## config.mk

```make
export PLATFORM = sky130hd
export DESIGN_NAME = pool_window_gen
export DESIGN_NICKNAME = d
export VERILOG_FILES = /design/src/rtl/pool_window_gen.sv
export SDC_FILE = /design/constraint.sdc
export NUM_CORES = 1
export LEC_CHECK = 0
export ABC_AREA = 1
export ABC_CLOCK_PERIOD_IN_PS = 4200
export BUFFER_PORTS_ARGS = -buffer_cell sky130_fd_sc_hd__buf_2
export CORE_ASPECT_RATIO = 1.1
export CORE_UTILIZATION = 49
export CTS_CLUSTER_SIZE = 20
export DETAILED_ROUTE_END_ITERATION = 8
export GPL_TIMING_DRIVEN = 0
export PLACE_DENSITY = 0.75
export SETUP_SLACK_MARGIN = 0.3
export SLEW_MARGIN = 20
export SYNTH_ARGS = -nofsm -noshare
export SYNTH_HDL_FRONTEND = slang
export SYNTH_SLANG_ARGS = --single-unit
```

## constraint.sdc

```tcl
create_clock -name clk -period 4.2 [get_ports clk]
set_input_delay 0.21 -clock clk [delete_from_list [all_inputs] [get_ports clk]]
set_output_delay 0.21 -clock clk [all_outputs]
set_load 0.02 [all_outputs]
```

## src/rtl/pool_window_gen.sv

```systemverilog
// rtl/pool_window_gen.sv - streaming 2x2 stride-2 window generator for average pooling
//
// Accepts one pixel per cycle in row-major order, buffers one row, and emits each
// non-overlapping 2x2 window as four parallel words. Pixel data is passed bit-exact.
//
// Ports:
//   clk         - single clock, rising edge
//   reset       - synchronous, active-high; has priority over pix_valid
//   pix_in      - incoming pixel word
//   pix_valid   - pix_in accepted on every cycle this is high (no backpressure)
//   numA..numD  - window top-left, top-right, bottom-left, bottom-right
//   win_valid   - one-cycle pulse, numA..numD hold a complete window
//   win_col     - output column index of the current window
//   win_row     - output row index of the current window
//   frame_last  - high with win_valid on the final window of a frame

module pool_window_gen #(
   parameter int DATA_WIDTH = 16,
   parameter int IMG_WIDTH  = 24,
   parameter int IMG_HEIGHT = 24,
   localparam int COL_W = (IMG_WIDTH  > 2) ? $clog2(IMG_WIDTH)  : 1,
   localparam int ROW_W = (IMG_HEIGHT > 2) ? $clog2(IMG_HEIGHT) : 1,
   localparam int WC_W  = (IMG_WIDTH  > 2) ? $clog2(IMG_WIDTH / 2)  : 1,
   localparam int WR_W  = (IMG_HEIGHT > 2) ? $clog2(IMG_HEIGHT / 2) : 1
) (
   input  logic                  clk,
   input  logic                  reset,
   input  logic [DATA_WIDTH-1:0] pix_in,
   input  logic                  pix_valid,
   output logic [DATA_WIDTH-1:0] numA,
   output logic [DATA_WIDTH-1:0] numB,
   output logic [DATA_WIDTH-1:0] numC,
   output logic [DATA_WIDTH-1:0] numD,
   output logic                  win_valid,
   output logic [WC_W-1:0]       win_col,
   output logic [WR_W-1:0]       win_row,
   output logic                  frame_last
);

   logic [COL_W-1:0]      col;
   logic [ROW_W-1:0]      row;
   logic [DATA_WIDTH-1:0] hold;
   logic [DATA_WIDTH-1:0] linebuf [IMG_WIDTH];

   logic             col_last;
   logic             row_last;
   logic             assemble;
   logic [COL_W-1:0] col_even;

   assign col_last = (col == COL_W'(IMG_WIDTH - 1));
   assign row_last = (row == ROW_W'(IMG_HEIGHT - 1));
   // Phase comes straight from the counter parities: odd row, odd column closes a window.
   assign assemble = pix_valid & row[0] & col[0];
   // Left column of the window being closed (col is odd here).
   assign col_even = col & ~COL_W'(1);

   always_ff @(posedge clk) begin
      if (reset) begin
         col        <= '0;
         row        <= '0;
         hold       <= '0;
         numA       <= '0;
         numB       <= '0;
         numC       <= '0;
         numD       <= '0;
         win_valid  <= 1'b0;
         win_col    <= '0;
         win_row    <= '0;
         frame_last <= 1'b0;
      end else begin
         win_valid  <= assemble;
         frame_last <= assemble & row_last & col_last;
         if (pix_valid) begin
            if (col_last) begin
               col <= '0;
               row <= row_last ? '0 : row + ROW_W'(1);
            end else begin
               col <= col + COL_W'(1);
            end
            if (row[0] && !col[0]) begin
               hold <= pix_in;
            end
         end
         if (assemble) begin
            numA    <= linebuf[col_even];
            numB    <= linebuf[col];
            numC    <= hold;
            numD    <= pix_in;
            win_col <= WC_W'(col >> 1);
            win_row <= WR_W'(row >> 1);
         end
      end
   end

   // Line buffer is not reset: every entry is rewritten on an even row before the
   // following odd row reads it.
   always_ff @(posedge clk) begin
      if (!reset && pix_valid && !row[0]) begin
         linebuf[col] <= pix_in;
      end
   end

endmodule

```

==> flow_summary.ini <==
[run_status]
status = complete, no violations

[layout]
nNetsFinal = 2140
nFillCells = 3313
final_cell_count_no_fill = 2659
fin_area_mm2 = 0.02269
antenna_cells = 0
seqCellArea_mm2 = 0.01353
drive_above_1_share_pct = 13.52
fin_util_pct = 57.35
area_growth_pct = 14.43
multi_input_area_mm2 = 0.005602

[timing]
timing.fmax_ghz = 0.3336
hold_ws_ns = 0.2067
slew-limit-headroom_pct = 35.46
report.final.slew_viol_count = 0
finalSetupViolCount = 0
hold_violations = 0
fin_ws_ns = 1.202
fin_worst_skew_ns = 0.01402
min_period_over_period_pct = 71.38
rsz0062_at_grt = no
worst_pin_slew_ns = 0.9671
tns_ns = 0
period_needed_ns = 2.998

[placement]
dp.cells = 2571
hpwl_um = 42450
io_buffers = 92
place_area_mm2 = 0.02116
gp_congestion = 1.009
dp_slack_ns = 1.305

[clocking]
cts_setup_buffers = 0
cts-htree-levels = 2
clk_latency_ns = 0.57
cts_buffer_depth = 3
cts_buffers = 47
cts_repair_resize_count = 0
tritoncts = done
cts-root-buf = clkbuf_16
path_clk_slew_ns = 0.07
cts_sinks = 484

[floorplan]
fp-row-count = 76
chipHeight_um = 213.0
chipWidth_um = 193.8
core_mm2 = 0.03956
design.die.area_mm2 = 0.04127
pin_count = 93
start_util_pct = 50.11

[setup_path]
critPathMaxFanout = 16
required_ns = 4.38
cp_top_family = simple AND/OR/NAND/NOR gates
end_kind = flop
crit_buf_inv = 3
worstPathCellList = inv_2 > buf_2 > buf_2 > ha_1 > nand2_1 > nor2_2
crit_slowest_cell = nor2_2
r2r_slack_ns = 1.20
path_common_cell = buf_2
worstPathArrival_ns = 3.18
critPathMaxStageDelay_ns = 0.83
start_kind = flop
criticalPathCategory = flop to flop

[routing]
ant_nets = 0
avgRoutedWirePerCell_um = 23.32
via_per_inst = 5.751
first_pass_iters = 5
vias = 15293
drcViolationCount = 0
wirelength_um = 62000
first_iter_violations = 1930

[synthesis]
synth_edf_count = 384
synth_flop_cell = edfxtp_1
synth_seq_area_share_pct = 68.27
yosys.area.top_type = edfxtp_1
synthCells = 1958
syn-num-nets = 1983
ys_ff_latch = 484
synth.distinct_cells = 27
synthTopCellsByArea = edfxtp_1 58%, nand2_1 13%, dfxtp_1 10%, nor2_1 4.8%, nand3_1 4.1%
syn_area_mm2 = 0.01982
synthTopCellsByCount = 666 x nand2_1, 384 x edfxtp_1, 251 x nor2_1, 162 x nand3_1, 122 x o21ai_0
ys_warn_count = 0
synth_top_area_share_pct = 58.17
synth.most_common_cell = nand2_1
syn_area_per_cell_um2 = 10.12
synthArstFlopShare_pct = 0

[global_route]
grt_use_total_pct = 30.36
grt_max_degree = 27
grt_pass1_vias = 14702
grt_first_pass_wirelength_um = 91010
antenna_found_initial = 0
grt-ovfl-total = 0

[power_and_ir_drop]
total_power_mw = 9.996
leakagePower_nw = 9.037
p_per_area_mw_per_mm2 = 440.6
ir_drop_v = 0.0003939

[worst_hold_path]
hp-class = primary input to flop

[flow_run]
max_cap_violations = 0
## cell type report
| class | instances | area share [%] |
|---|---|---|
| inverters | 53 | 0.8880 |
| multi-input cells | 1312 | 24.69 |
| clock buffers | 64 | 5.835 |
| repair buffers | 108 | 2.912 |
| well taps | 507 | 2.796 |
| plain buffers | 109 | 2.416 |
| clock inverters | 22 | 0.8053 |
| flip-flops and latches | 484 | 59.65 |
## metal layers
metal  share of wire (%)  up-vias  global-route usage (%)
met4                 5.9        0                   16.61
met1                  37     7236                   38.33
met5                   0        -                       0
met3                  10      211                   5.181
li1                    -     6893                       -
met2                  47      953                   50.26
## placed cells by master (no fill, tap or decap), types with 18 or more instances in the layout
cell / count
o21ai_0: 122
nand4_1: 18
nor2_2: 26
a21oi_1: 41
clkbuf_1: 41
nor2_1: 227
buf_2: 152
clkbuf_16: 50
dfxtp_1: 100
inv_1: 44
edfxtp_1: 384
nand2_1: 666
nand3_1: 162
o21ai_1: 23
## registers in the layout (all words and copies together) (netlist names), 4 cells and up
name and cells:
numD 16, numA 16, numC 16, linebuf 384, col 5, numB 16, hold 16, win_col 4
row 5, win_row 4
## path summary, 6_finish.rpt
check	start	endpoint	cells after the start
worst max register to register	col[1]$_SDFFE_PP0P_	linebuf[9][14]$_DFFE_PP_	6
worst max-delay path	col[1]$_SDFFE_PP0P_	linebuf[9][14]$_DFFE_PP_	6
worst min-delay path	pix_in[3]	linebuf[19][3]$_DFFE_PP_	1
worst min register to register	win_row[1]$_SDFFE_PP0P_	win_row[1]$_SDFFE_PP0P_	2
## logic make-up after synthesis
logic type               share of synthesized area [%]
buffers and inverters                            3.781
AND/OR/NAND/NOR                                  22.61
flip-flops                                       68.27
adder cells (fa/ha/maj)                         0.3787
AO/OA/AOI/OAI                                    4.835
XOR/XNOR                                        0.1326
## power by group
part / total, mW / internal [mW] / switching [mW]
Combinational: 0.627 / 0.132 / 0.495
Sequential: 5.19 / 5.18 / 0.00652
Clock: 4.18 / 2.39 / 1.79
Total: 10.0 / 7.71 / 2.29
## repair_timing
| item | CTS | global route |
|---|---|---|
| setup endpoints to repair | 0 | 0 |
| hold buffers | 2 | 0 |
| endpoints found under the hold margin | 3 | 0 |
Note: power is estimated with default switching activity, not from simulation.
